**config.mk**
```make
export PLATFORM = sky130hd
export DESIGN_NAME = pipe_ctrl_flat
export DESIGN_NICKNAME = d
export VERILOG_FILES = /design/src/rtl/pipe_ctrl_pkg.sv /design/src/rtl/pipe_ctrl_if.sv /design/src/rtl/pipe_ctrl_stall_watchdog.sv /design/src/rtl/pipe_ctrl.sv /design/src/flat_wrapper.sv
export SDC_FILE = /design/constraint.sdc
export NUM_CORES = 1
export LEC_CHECK = 0
export ABC_AREA = 1
export CAP_MARGIN = 5
export CORE_MARGIN = 1
export CORE_UTILIZATION = 40
export DETAILED_ROUTE_END_ITERATION = 16
export GPL_TIMING_DRIVEN = 0
export PLACE_DENSITY_LB_ADDON = 0.2
export SKIP_CTS_REPAIR_TIMING = 1
export SYNTH_ARGS = -nofsm -noshare
export SYNTH_HDL_FRONTEND = slang
export SYNTH_HIERARCHICAL = 1
export SYNTH_SLANG_ARGS = --single-unit
```
**constraint.sdc**
```tcl
create_clock -name CLK -period 2.42 [get_ports CLK]
set_input_delay 0.726 -clock CLK [delete_from_list [all_inputs] [get_ports CLK]]
set_output_delay 0.726 -clock CLK [all_outputs]
set_load 0.02 [all_outputs]
```
**src/rtl/pipe_ctrl_pkg.sv**
```systemverilog
// Shared constants and types for the pipeline control unit.
package pipe_ctrl_pkg;

  // Core-wide encodings used by every stage.
  localparam logic        STOP      = 1'b1;
  localparam logic        RST_EN    = 1'b1;
  localparam logic [31:0] ZERO_WORD = 32'h0000_0000;

  // Bit positions inside the STALL vector.
  localparam int STG_PC  = 0;
  localparam int STG_IF  = 1;
  localparam int STG_ID  = 2;
  localparam int STG_EX  = 3;
  localparam int STG_MEM = 4;
  localparam int STG_WB  = 5;

  // A stall request stops its own stage and every stage upstream of it.
  localparam logic [5:0] STALL_NONE = 6'b000000;
  localparam logic [5:0] STALL_IF   = 6'b000011;
  localparam logic [5:0] STALL_ID   = 6'b000111;
  localparam logic [5:0] STALL_EX   = 6'b001111;
  localparam logic [5:0] STALL_MEM  = 6'b011111;

  typedef enum logic {
    RUN  = 1'b0,
    PEND = 1'b1
  } pipe_ctrl_state_t;

  // Deepest requesting stage wins; WB is never stopped.
  function automatic logic [5:0] stall_merge(input logic if_req, input logic id_req,
                                             input logic ex_req, input logic mem_req);
    logic [5:0] s;
    s = STALL_NONE;
    if (mem_req)     s = STALL_MEM;
    else if (ex_req) s = STALL_EX;
    else if (id_req) s = STALL_ID;
    else if (if_req) s = STALL_IF;
    return s;
  endfunction

endpackage

```
**src/rtl/pipe_ctrl_if.sv**
```systemverilog
// Bundle between the pipeline stages and the control unit.
// EXC_NEW_PC is meaningful only in a cycle where EXC_VALID=1; there is no
// back-pressure on it -- the control unit either flushes that same cycle or
// latches the target, so the MEM stage may present an exception for a single
// cycle and never needs to wait for an acknowledge.
interface pipe_ctrl_if #(
  parameter int CNT_W = 32
);
  import pipe_ctrl_pkg::*;

  logic             IF_STALL_REQ;
  logic             ID_STALL_REQ;
  logic             EX_STALL_REQ;
  logic             MEM_STALL_REQ;
  logic             EXC_VALID;
  logic [31:0]      EXC_NEW_PC;
  logic             PERF_CLR;
  logic [5:0]       STALL;
  logic             FLUSH;
  logic [31:0]      NEW_PC;
  logic [CNT_W-1:0] STALL_CNT;
  logic             STALL_TIMEOUT;
  pipe_ctrl_state_t state;

  modport master (
    output IF_STALL_REQ, ID_STALL_REQ, EX_STALL_REQ, MEM_STALL_REQ,
    output EXC_VALID, EXC_NEW_PC, PERF_CLR,
    input  STALL, FLUSH, NEW_PC, STALL_CNT, STALL_TIMEOUT, state
  );

  modport slave (
    input  IF_STALL_REQ, ID_STALL_REQ, EX_STALL_REQ, MEM_STALL_REQ,
    input  EXC_VALID, EXC_NEW_PC, PERF_CLR,
    output STALL, FLUSH, NEW_PC, STALL_CNT, STALL_TIMEOUT, state
  );

endinterface

```
**src/rtl/pipe_ctrl_stall_watchdog.sv**
```systemverilog
// Stall performance counter and consecutive-stall watchdog.
module stall_watchdog
  import pipe_ctrl_pkg::*;
#(
  parameter int TIMEOUT_CYCLES = 1024,
  parameter int CNT_W          = 32
) (
  input  logic             clk,
  input  logic             rst,
  input  logic             stalled,
  input  logic             flush,
  input  logic             clr,
  output logic [CNT_W-1:0] stall_cnt,
  output logic             stall_timeout
);

  // run_len never needs to exceed TIMEOUT_CYCLES-1, it parks there once reached.
  localparam int               RL_W    = (TIMEOUT_CYCLES > 2) ? $clog2(TIMEOUT_CYCLES) : 1;
  localparam logic [RL_W-1:0]  RL_LAST = RL_W'(TIMEOUT_CYCLES - 1);
  localparam logic [CNT_W-1:0] CNT_MAX = '1;

  logic [RL_W-1:0] run_len;

  // Length of the current unbroken stall run, restarted by any idle or flush cycle.
  always_ff @(posedge clk) begin
    if (rst == RST_EN) begin
      run_len <= '0;
    end else if (!stalled || flush) begin
      run_len <= '0;
    end else if (run_len != RL_LAST) begin
      run_len <= run_len + 1'b1;
    end
  end

  // Saturating count of cycles in which the PC was held; clear beats increment.
  always_ff @(posedge clk) begin
    if (rst == RST_EN) begin
      stall_cnt <= '0;
    end else if (clr) begin
      stall_cnt <= '0;
    end else if (stalled && (stall_cnt != CNT_MAX)) begin
      stall_cnt <= stall_cnt + 1'b1;
    end
  end

  // Sticky timeout flag; clear beats a simultaneous set.
  always_ff @(posedge clk) begin
    if (rst == RST_EN) begin
      stall_timeout <= 1'b0;
    end else if (clr) begin
      stall_timeout <= 1'b0;
    end else if (stalled && !flush && (run_len == RL_LAST)) begin
      stall_timeout <= 1'b1;
    end
  end

endmodule

```
**src/rtl/pipe_ctrl.sv**
```systemverilog
// Pipeline control: merges stall requests, sequences exception flushes
// (deferring them behind a MEM stall) and hosts the stall watchdog.
module pipe_ctrl
  import pipe_ctrl_pkg::*;
#(
  parameter int TIMEOUT_CYCLES = 1024,
  parameter int CNT_W          = 32
) (
  input  logic     CLK,
  input  logic     RST,
  pipe_ctrl_if.slave bus
);

  pipe_ctrl_state_t state;
  logic [31:0]      pend_pc;
  logic [5:0]       stall;
  logic             flush;
  logic [31:0]      new_pc;

  // Same-cycle stall/flush decision so a load-use stall needs no extra cycle.
  always_comb begin
    stall  = STALL_NONE;
    flush  = 1'b0;
    new_pc = ZERO_WORD;
    if (RST != RST_EN) begin
      case (state)
        RUN: begin
          if (bus.EXC_VALID && !bus.MEM_STALL_REQ) begin
            flush  = 1'b1;
            new_pc = bus.EXC_NEW_PC;
          end else begin
            // An exception blocked by MEM still yields the MEM stall pattern here.
            stall = stall_merge(bus.IF_STALL_REQ, bus.ID_STALL_REQ,
                                bus.EX_STALL_REQ, bus.MEM_STALL_REQ);
          end
        end
        PEND: begin
          if (bus.MEM_STALL_REQ) begin
            stall = STALL_MEM;
          end else begin
            flush  = 1'b1;
            new_pc = pend_pc;
          end
        end
        default: begin
          stall = STALL_NONE;
        end
      endcase
    end
  end

  // Exception sequencer: park the first target while MEM is stalled, release on drop.
  always_ff @(posedge CLK) begin
    if (RST == RST_EN) begin
      state   <= RUN;
      pend_pc <= ZERO_WORD;
    end else begin
      case (state)
        RUN: begin
          if (bus.EXC_VALID && bus.MEM_STALL_REQ) begin
            state   <= PEND;
            pend_pc <= bus.EXC_NEW_PC;
          end
        end
        PEND: begin
          if (!bus.MEM_STALL_REQ) begin
            state   <= RUN;
            pend_pc <= ZERO_WORD;
          end
        end
        default: begin
          state <= RUN;
        end
      endcase
    end
  end

  assign bus.STALL  = stall;
  assign bus.FLUSH  = flush;
  assign bus.NEW_PC = new_pc;
  assign bus.state  = state;

  // Every nonzero STALL encoding stops the PC, so one "stalled" bit serves both
  // the PC-stall counter and the nonzero-STALL watchdog.
  stall_watchdog #(
    .TIMEOUT_CYCLES(TIMEOUT_CYCLES),
    .CNT_W         (CNT_W)
  ) u_watchdog (
    .clk          (CLK),
    .rst          (RST),
    .stalled      (stall[STG_PC] == STOP),
    .flush        (flush),
    .clr          (bus.PERF_CLR),
    .stall_cnt    (bus.STALL_CNT),
    .stall_timeout(bus.STALL_TIMEOUT)
  );

endmodule

```
**src/flat_wrapper.sv**
```systemverilog
// flat-port wrapper written by rule: the top's interface ports become plain ports
module pipe_ctrl_flat import pipe_ctrl_pkg::*;
#(
  parameter int TIMEOUT_CYCLES = 1024,
  parameter int CNT_W          = 32
)
  (CLK, RST, bus_IF_STALL_REQ, bus_ID_STALL_REQ, bus_EX_STALL_REQ, bus_MEM_STALL_REQ, bus_EXC_VALID, bus_EXC_NEW_PC, bus_PERF_CLR, bus_STALL, bus_FLUSH, bus_NEW_PC, bus_STALL_CNT, bus_STALL_TIMEOUT, bus_state);
  pipe_ctrl_if #(.CNT_W(CNT_W)) bus_i ();
  input  logic CLK;
  input  logic RST;
  input wire logic [$bits(bus_i.IF_STALL_REQ)-1:0] bus_IF_STALL_REQ;
  input wire logic [$bits(bus_i.ID_STALL_REQ)-1:0] bus_ID_STALL_REQ;
  input wire logic [$bits(bus_i.EX_STALL_REQ)-1:0] bus_EX_STALL_REQ;
  input wire logic [$bits(bus_i.MEM_STALL_REQ)-1:0] bus_MEM_STALL_REQ;
  input wire logic [$bits(bus_i.EXC_VALID)-1:0] bus_EXC_VALID;
  input wire logic [$bits(bus_i.EXC_NEW_PC)-1:0] bus_EXC_NEW_PC;
  input wire logic [$bits(bus_i.PERF_CLR)-1:0] bus_PERF_CLR;
  output wire logic [$bits(bus_i.STALL)-1:0] bus_STALL;
  output wire logic [$bits(bus_i.FLUSH)-1:0] bus_FLUSH;
  output wire logic [$bits(bus_i.NEW_PC)-1:0] bus_NEW_PC;
  output wire logic [$bits(bus_i.STALL_CNT)-1:0] bus_STALL_CNT;
  output wire logic [$bits(bus_i.STALL_TIMEOUT)-1:0] bus_STALL_TIMEOUT;
  output wire logic [$bits(bus_i.state)-1:0] bus_state;
  assign bus_i.IF_STALL_REQ = bus_IF_STALL_REQ;
  assign bus_i.ID_STALL_REQ = bus_ID_STALL_REQ;
  assign bus_i.EX_STALL_REQ = bus_EX_STALL_REQ;
  assign bus_i.MEM_STALL_REQ = bus_MEM_STALL_REQ;
  assign bus_i.EXC_VALID = bus_EXC_VALID;
  assign bus_i.EXC_NEW_PC = bus_EXC_NEW_PC;
  assign bus_i.PERF_CLR = bus_PERF_CLR;
  assign bus_STALL = bus_i.STALL;
  assign bus_FLUSH = bus_i.FLUSH;
  assign bus_NEW_PC = bus_i.NEW_PC;
  assign bus_STALL_CNT = bus_i.STALL_CNT;
  assign bus_STALL_TIMEOUT = bus_i.STALL_TIMEOUT;
  assign bus_state = bus_i.state;
  pipe_ctrl #(.TIMEOUT_CYCLES(TIMEOUT_CYCLES), .CNT_W(CNT_W)) u_core (.CLK(CLK), .RST(RST), .bus(bus_i));
endmodule
```
==> flow_summary.yaml, run 1 <==
yosys:
  synthFlopType: "dfxtp_1"
  synth-compound-area-share_pct: 12.0
  netlist_area_um2: 4380
  muxShareOfSynthArea_pct: 0
  synth_edf_count: 0
  yosys_register_bits: 76
  syn_inst: 665
  netlist-cell-type-count: 32
  ys_warn_count: 6
  ys_seq_area_share_pct: 34.7
  async_flop_share_pct: 0
  syn_avg_cell_area_um2: 6.59
  syn-num-nets: 707
  synth-adder-area-share_pct: 0.571
  yosys.area_share.simple_pct: 42.8
  synth_top_family_by_area: "simple AND/OR/NAND/NOR gates"
  synth-xor-area-share_pct: 0.999
floorplanning:
  num_rows: 37
  io_pins: 113
  die_y_um: 107
  die_w_um: 107
  initial_utilization_pct: 41.9
  dieArea_um2: 11400
  core-area_um2: 10500
drt:
  dr.pass1.iters: 5
  drt-initial-drc-count: 316
  wl_per_cell_um: 14.7
  avgViaCountPerCell: 5.34
  drt-total-wl_mm: 13.9
  vias: 5041
  drc: 0
  final_antenna_net_count: 0
timing:
  rsz0062_at_grt: "yes"
  max_clock_freq_mhz: 411
  post-route-min-period_ns: 2.43
  skew_ns: 0.00684
  relSlewSlack_pct: 52.0
  setup-violations-final: 3
  worst_pin_slew_ns: 0.717
  fin_crit_sh_pct: 100
  drv_slew: 0
  finalHoldViolations: 0
  timing.final.ws_setup_ns: -0.0105
global_routing:
  grt_pass1_vias: 4823
  antenna_found_initial: 0
  grt_first_pass_wirelength_mm: 21.7
  grt_max_degree: 14
  grt_use_total_pct: 23.4
  overflow: 0
cells_and_area:
  final_area_um2: 6280
  fillers: 1006
  regArea_um2: 1530
  nets: 845
  layout_common_cells: "151 x nand2_1, 83 x nor2_1, 75 x dfxtp_1"
  multi_input_area_um2: 2700
  diodes: 0
  area_growth_pct: 43.2
  fin_cells: 944
  final_common_cell: "nand2_1"
  final_layout_size_suffix_gt1_share_pct: 23.9
clock_tree:
  clockRootBuffer: "clkbuf_8"
  clk_latency_ns: 0.35
  numCtsBuffers: 9
  cts_sinks: 76
  htree_levels: 3
  clock_path_buffers: 2
  clkTransAtPathRegs_ns: 0.09
  cts_tree: "built"
setup_path:
  cp-start-kind: "primary input"
  critPathMaxStageDelay_ns: 0.16
  cp.depth: 9
  critPathCaptureType: "output port"
  crit_chain: "buf_12 -> clkinv_8 -> nand2_4 -> nor2_4 -> buf_12 -> buf_12 -> nand2_4 -> a21oi_4 -> buf_6"
  crit_buf_inv: 5
  cp.arrival_ns: 1.70
  critPathKind: "in2out"
  crit_required_ns: 1.69
  slowest_stage: "a21oi_4"
  cp_common_cell: "buf_12"
  r2r_cells: 15
  cpLargestDelayFamily: "buffers and inverters"
  critPathMaxFanout: 8
min_path:
  hp-class: "reg2reg"
  whs_path_depth: 2
flow_run:
  timing.max_cap.violations: 0
place:
  port_buffers: 109
  gp_congestion: 0.882
  dpl.hpwl_mm: 9.88
  dp.cells: 910
  placed_area_um2: 5750
status:
  status: "finished with violations"
  violations: "negative setup slack"
pwr:
  p_per_area_nw_per_um2: 458
  finalPower_mw: 2.87
  leakagePower_nw: 2.26
  ir_drop_v: 0.000385
area by class of cell:
cell class                 count  area share [%]
tap                          136            2.71
sequential                    76            24.3
buffer                        41            5.46
inverter                      37            2.41
clock buffer                  11            2.25
timing repair buffer         127            18.4
clock inverter                 5            1.34
multi-input combinational    511            43.1
power breakdown:
part	switching, mW	leakage, nW	internal [mW]	total, mW
Combinational	0.266	1.54	0.205	0.471
Clock	0.492	0.106	0.613	1.11
Sequential	0.0178	0.617	1.28	1.30
Total	0.775	2.26	2.10	2.87
logic make-up (layout without fill, tap and decap cells):
kind of cell	count (synthesis)	count (layout)
and+or+nand+nor	399	399
other	1	1
AOI/OAI and AO/OA	104	104
xor gates and xnor gates	5	5
adders and majority gates	2	2
buffers and inverters	78	221
DFF	76	76
state kept, by name, indices dropped and copies added (netlist names):
signal and flops:
u_core/u_watchdog/run_len 10, u_core/u_watchdog/stall_timeout 1, u_core/u_watchdog/stall_cnt 32, u_core/pend_pc 32, u_core/bus.state 1
cell usage after synthesis (3+ instances only):
cell	n	area [µm²]
nor3_1	10	50.1
nor2_1	86	323
nand2_1	163	612
nand3_1	67	335
clkbuf_1	11	41.3
nor2_4	7	78.8
buf_4	5	37.5
nand3_2	7	70.1
xor2_1	3	26.3
inv_1	31	116
inv_2	6	22.5
nand4_1	38	238
nand2_2	6	37.5
buf_6	7	78.8
nor2_2	7	43.8
buf_2	17	85.1
a21oi_1	93	465
dfxtp_1	76	1520
o21ai_0	7	35.0
worst register-to-register path, stage by stage (launching register included):
cell and delay, ns:
dfxtp_4 0.37, inv_2 0.13, nor2_4 0.09, nor2_2 0.17, nand3_1 0.16, nand2_4 0.12, buf_4 0.19, inv_1 0.08
nor2_2 0.15, nand2_1 0.13, nor2_4 0.20, inv_2 0.07, nor2_2 0.10, nand3_1 0.07, nand2_1 0.06, nor2_1 0.04
metal layers:
layer / share of wire [%] / vias up / GRT usage (%)
li1: - / 2493 / -
met1: 42 / 2339 / 27.8
met2: 50 / 185 / 40.4
met5: 0 / - / 0
met4: 2.0 / 0 / 9.20
met3: 6.5 / 24 / 5.41
through the flow:
stage / worst slack [ns] / TNS (ns) / util [%] / hold slack, ns
finish: -0.0105 / -0.0209 / 60.0 / 0.481
global route: -0.0653 / -0.514 / 60.0 / 0.498
CTS: -1.44 / -55.49 / 57.1 / 0.482
detailed placement: -1.45 / -70.76 / 55.0 / 0.470
global placement: -1.41 / -68.87 / 55.0 / 0.463
floorplan: -0.00253 / -0.0101 / - / 0.451
worst paths after layout:
kind                                           to              start  slack (ns)
hold reg to reg                 u_core/pend_pc[7]  u_core/pend_pc[7]        0.48
setup / recovery                    bus_NEW_PC[1]  bus_MEM_STALL_REQ       -0.01
setup reg to reg  u_core/u_watchdog/stall_cnt[22]   u_core/bus.state        0.19
hold / removal                  u_core/pend_pc[7]  u_core/pend_pc[7]        0.48
Note: power is estimated with default switching activity, not from simulation.
==> run 2, diff against run 1 <==
--- a/config.mk
+++ b/config.mk
@@ -7,11 +7,14 @@
 export LEC_CHECK = 0
 export ABC_AREA = 1
 export CAP_MARGIN = 5
+export CELL_PAD_IN_SITES_DETAIL_PLACEMENT = 1
+export CELL_PAD_IN_SITES_GLOBAL_PLACEMENT = 2
 export CORE_MARGIN = 1
-export CORE_UTILIZATION = 40
+export CORE_UTILIZATION = 26
 export DETAILED_ROUTE_END_ITERATION = 16
+export GPL_ROUTABILITY_DRIVEN = 0
 export GPL_TIMING_DRIVEN = 0
-export PLACE_DENSITY_LB_ADDON = 0.2
+export PLACE_DENSITY_LB_ADDON = 0.1
 export SKIP_CTS_REPAIR_TIMING = 1
 export SYNTH_ARGS = -nofsm -noshare
 export SYNTH_HDL_FRONTEND = slang
==> run 2 against run 1 <==
Against the previous run: the flow still finishes with violations (negative setup slack); routed wire length increased by 20%; sequential cell count unchanged; total power increased by 18%; maximum frequency increased by 0.14%; die area increased by 53%; sequential share of layout area decreased by 0.77 points; combinational power about the same; worst hold slack improved by 0.0021 ns; count of clock-buffer cells in the layout increased by 1.
==> flow_summary.yaml, run 2 (synthesized netlist as in run 1, its figures left out) <==
floorplanning:
  die_w_um: 132
  io_pins: 113
  num_rows: 47
  dieArea_um2: 17400
  die_y_um: 132
  initial_utilization_pct: 26.5
  core-area_um2: 16500
setup_path:
  critPathMaxFanout: 8
  critPathKind: "in2out"
  crit_required_ns: 1.69
  critPathMaxStageDelay_ns: 0.16
  cp-start-kind: "primary input"
  cpLargestDelayFamily: "buffers and inverters"
  crit_buf_inv: 5
  cp.arrival_ns: 1.70
  crit_chain: "buf_16 -> clkinv_8 -> nand2_4 -> nor2_4 -> buf_12 -> buf_8 -> nand2_1 -> a21oi_2 -> buf_4"
  slowest_stage: "buf_4"
  critPathCaptureType: "output port"
status:
  violations: "negative setup slack"
  status: "finished with violations"
place:
  dp.cells: 994
  dp_worst_setup_slack_ns: -1.57
  dpl.hpwl_mm: 12.4
  port_buffers: 109
cells_and_area:
  diodes: 0
  final_common_cell: "nand2_1"
  regArea_um2: 1530
  nets: 840
  final_layout_size_suffix_gt1_share_pct: 23.8
  reg.largest.list: "u_core/pend_pc x32, u_core/u_watchdog/stall_cnt x32, u_core/u_watchdog/run_len x10"
  area_growth_pct: 47.9
  multi_input_area_um2: 2680
  layout_common_cells: "153 x nand2_1, 82 x nor2_1, 75 x dfxtp_1"
  fin_cells: 1023
  final_util_pct: 39.2
  fillers: 2061
timing:
  relSlewSlack_pct: 48.4
  fin_crit_sh_pct: 100
  drv_slew: 0
  timing.final.ws_setup_ns: -0.00704
  post-route-min-period_ns: 2.43
  skew_ns: 0.00587
  setup-violations-final: 2
  max_clock_freq_mhz: 412
  finalHoldViolations: 0
  rsz0062_at_grt: "yes"
  worst_pin_slew_ns: 0.771
pwr:
  ir_drop_v: 0.000385
  finalPower_mw: 3.40
  leakagePower_nw: 2.28
  p_per_area_nw_per_um2: 524
clock_tree:
  numCtsBuffers: 9
  clock_path_buffers: 2
  htree_levels: 3
  clk_latency_ns: 0.34
  clockRootBuffer: "clkbuf_16"
  cts_sinks: 76
  clkTransAtPathRegs_ns: 0.06
  cts_tree: "built"
drt:
  drt-initial-drc-count: 187
  final_antenna_net_count: 0
  wl_per_cell_um: 16.2
  dr.pass1.iters: 4
  avgViaCountPerCell: 4.86
  drc: 0
  drt-total-wl_mm: 16.6
  vias: 4975
global_routing:
  grt_pass1_vias: 5125
  overflow: 0
  grt_max_degree: 13
  grt_use_total_pct: 19.2
  antenna_found_initial: 0
  grt_first_pass_wirelength_mm: 26.8
min_path:
  hp-class: "reg2reg"
flow_run:
  timing.max_cap.violations: 0
## run 2: cell count changes in the layout (fill, tap and decap cells not counted), sizes merged
| cell | delta |
|---|---|
| clkinv | +1 |
| buf | -6 |
| clkbuf | +2 |
| inv | -1 |
| clkinvlp | -2 |
| bufinv | +1 |
## run 2: metal layers
layer	GRT usage [%]	vias up	part of all wire, %
met5	0	-	0
li1	-	2486	-
met2	35.8	93	53
met3	3.23	14	3.6
met4	5.88	0	1.2
met1	22.3	2382	43
## run 2: worst register-to-register path, delay by kind of cell, from the launching register on
| kind | cells | cell delay, ns |
|---|---|---|
| compound gates | 1 | 0.22 |
| buf+inv | 5 | 0.70 |
| flops | 1 | 0.39 |
| simple gates | 5 | 0.73 |
## run 2: path summary, 6_finish.rpt
path                                         from                      endpoint  slack, ns  depth (start not counted)
worst min register to register  u_core/pend_pc[1]             u_core/pend_pc[1]       0.48                          2
worst min-delay path            u_core/pend_pc[1]             u_core/pend_pc[1]       0.48                          2
worst max-delay path            bus_MEM_STALL_REQ                 bus_NEW_PC[4]     -0.007                          9
worst max register to register   u_core/bus.state  u_core/u_watchdog/run_len[6]       0.31                         11
## run 2: layout make-up
type                       count  share of cell area (%)
multi-input combinational    511                    41.4
sequential                    76                    23.5
timing repair buffer         122                    17.8
buffer                        41                    5.25
tap                          220                    4.25
clock buffer                  12                    3.96
inverter                      37                    2.41
clock inverter                 4                    1.47
## run 2: power breakdown
group	switching (mW)	internal, mW
clock network	0.558	1.06
logic	0.269	0.205
registers	0.0204	1.28
total	0.848	2.55
## run 2: per-stage QoR
step / TNS, ns / hold WS (ns) / area (µm²)
detailed placement: -80.41 / 0.474 / 5850
global placement: -77.93 / 0.464 / 5850
floorplan: -0.0101 / 0.451 / 4490
CTS: -65.06 / 0.485 / 6210
global route: -1.01 / 0.506 / 6480
finish: -0.0139 / 0.483 / 6480
==> run 3, diff against run 2 <==
--- a/config.mk
+++ b/config.mk
@@ -13,9 +13,10 @@
 export CORE_UTILIZATION = 26
 export DETAILED_ROUTE_END_ITERATION = 16
 export GPL_ROUTABILITY_DRIVEN = 0
-export GPL_TIMING_DRIVEN = 0
+export GPL_TIMING_DRIVEN = 1
 export PLACE_DENSITY_LB_ADDON = 0.1
 export SKIP_CTS_REPAIR_TIMING = 1
+export SLEW_MARGIN = 20
 export SYNTH_ARGS = -nofsm -noshare
 export SYNTH_HDL_FRONTEND = slang
 export SYNTH_HIERARCHICAL = 1
==> run 3 against run 2 <==
Against the previous run: the run still ends with negative setup slack left; routed wire length grew 0.27%; die area is the same; sequential power is essentially flat; maximum frequency is essentially flat; highest routed layer unchanged; largest cell class unchanged; total power shrank 0.64%; via count grew 3.2%; largest power group unchanged; worst hold slack is essentially flat.
==> flow_summary.yaml, run 3 (synthesized netlist as in run 1, its figures left out) <==
status:
  status: "finished with violations"
  violations: "negative setup slack"
clock_tree:
  clockRootBuffer: "clkbuf_16"
  htree_levels: 3
  clk_latency_ns: 0.34
  clkTransAtPathRegs_ns: 0.06
  cts_tree: "built"
  cts_sinks: 76
  numCtsBuffers: 9
  clock_path_buffers: 2
drt:
  drt-total-wl_mm: 16.6
  drt-initial-drc-count: 176
  final_antenna_net_count: 0
  vias: 5132
  dr.pass1.iters: 4
  drc: 0
  avgViaCountPerCell: 4.90
  wl_per_cell_um: 15.9
timing:
  drv_slew: 0
  setup-violations-final: 7
  skew_ns: 0.00783
  max_clock_freq_mhz: 412
  fin_crit_sh_pct: 100
  timing.hold.ws_ns: 0.483
  post-route-min-period_ns: 2.43
  rsz0062_at_grt: "yes"
  finalHoldViolations: 0
  timing.final.ws_setup_ns: -0.00938
floorplanning:
  io_pins: 113
  core-area_um2: 16500
  die_w_um: 132
  initial_utilization_pct: 26.5
  dieArea_um2: 17400
  die_y_um: 132
  num_rows: 47
pwr:
  finalPower_mw: 3.37
  pwr-share-comb_pct: 16.0
  p_sw_share_pct: 25.5
  p_clk_share_pct: 45.5
  switchingPower_uw: 859
  ir_drop_v: 0.000302
  p_per_area_nw_per_um2: 492
  p_int_mw: 2.51
  leakagePower_nw: 2.57
  power_frac_seq_pct: 38.5
cells_and_area:
  reg.largest.list: "u_core/pend_pc x32, u_core/u_watchdog/stall_cnt x32, u_core/u_watchdog/run_len x10"
  fillers: 2019
  final_common_cell: "nand2_1"
  final_layout_size_suffix_gt1_share_pct: 27.6
  regArea_um2: 1520
  layout_common_cells: "144 x nand2_1, 83 x nor2_1, 78 x buf_4"
  nets: 864
  area_growth_pct: 56.4
  diodes: 0
  multi_input_area_um2: 2820
  fin_cells: 1047
  final_util_pct: 41.5
setup_path:
  critPathKind: "in2out"
  cp-start-kind: "primary input"
  critPathMaxFanout: 6
  cp.arrival_ns: 1.70
  crit_required_ns: 1.69
  critPathCaptureType: "output port"
place:
  dp.cells: 1025
  dpl.hpwl_mm: 11.8
  port_buffers: 111
global_routing:
  grt_use_total_pct: 18.9
  antenna_found_initial: 0
  grt_pass1_vias: 5387
  grt_max_degree: 34
  overflow: 0
  grt_first_pass_wirelength_mm: 26.7
min_path:
  hp-class: "reg2reg"
flow_run:
  timing.max_cap.violations: 0
[run 3: cell types whose count changed in the layout (fill, tap and decap cells not counted), sizes merged]
cell	change
clkinv	+1
dlymetal6s2s	+1
buf	+28
bufinv	-1
clkbuf	-6
clkdlybuf4s50	+1
[run 3: critical path: stages]
cell and delay, ns:
buf_12 0.11, clkinv_8 0.04, nand2_4 0.04, nor2_4 0.12
buf_12 0.15, buf_12 0.14, nand2_1 0.08, a21oi_2 0.15
buf_6 0.14
[run 3: area by class of cell]
class	instances	area share (%)
multi-input combinational	511	41.1
clock inverter	4	1.02
tap	220	4.02
clock buffer	12	3.89
inverter	37	2.21
sequential	76	22.2
timing repair buffer	187	25.5
[run 3: worst paths after layout]
kind | start | end | slack, ns | cells past startpoint
worst max register to register | u_core/bus.state | u_core/u_watchdog/run_len[5] | 0.24 | 14
worst max-delay path | bus_MEM_STALL_REQ | bus_NEW_PC[8] | -0.009 | 9
worst min register to register | u_core/pend_pc[26] | u_core/pend_pc[26] | 0.48 | 2
worst min-delay path | u_core/pend_pc[26] | u_core/pend_pc[26] | 0.48 | 2
[run 3: power by group through the flow]
stage                     registers, mW  logic, mW  clock network [mW]
after floorplan                    1.32      0.225                   0
after global placement             1.32      0.472                   0
after detailed placement           1.32      0.479                   0
after CTS                          1.30      0.481                1.59
after global routing               1.30      0.581                1.65
final                              1.30      0.539                1.54
[run 3: layer usage]
metal / vias up / global-route usage, % / wire length [µm] / part of all wire, %
li1: 2526 / - / - / -
met1: 2492 / 21.1 / 6920 / 42
met2: 97 / 36.0 / 8810 / 53
met3: 17 / 3.84 / 662 / 4.0
met4: 0 / 4.97 / 231 / 1.4
met5: - / 0 / 0 / 0
[run 3: per-stage QoR]
stage | setup slack [ns] | TNS (ns) | area [µm²]
after detailed placement | -0.925 | -55.55 | 6200
after CTS | -0.932 | -41.24 | 6540
after floorplan | -0.00253 | -0.0101 | 4490
after global routing | -0.0568 | -0.749 | 6850
after global placement | -0.888 | -52.16 | 6200
final | -0.00938 | -0.0384 | 6850
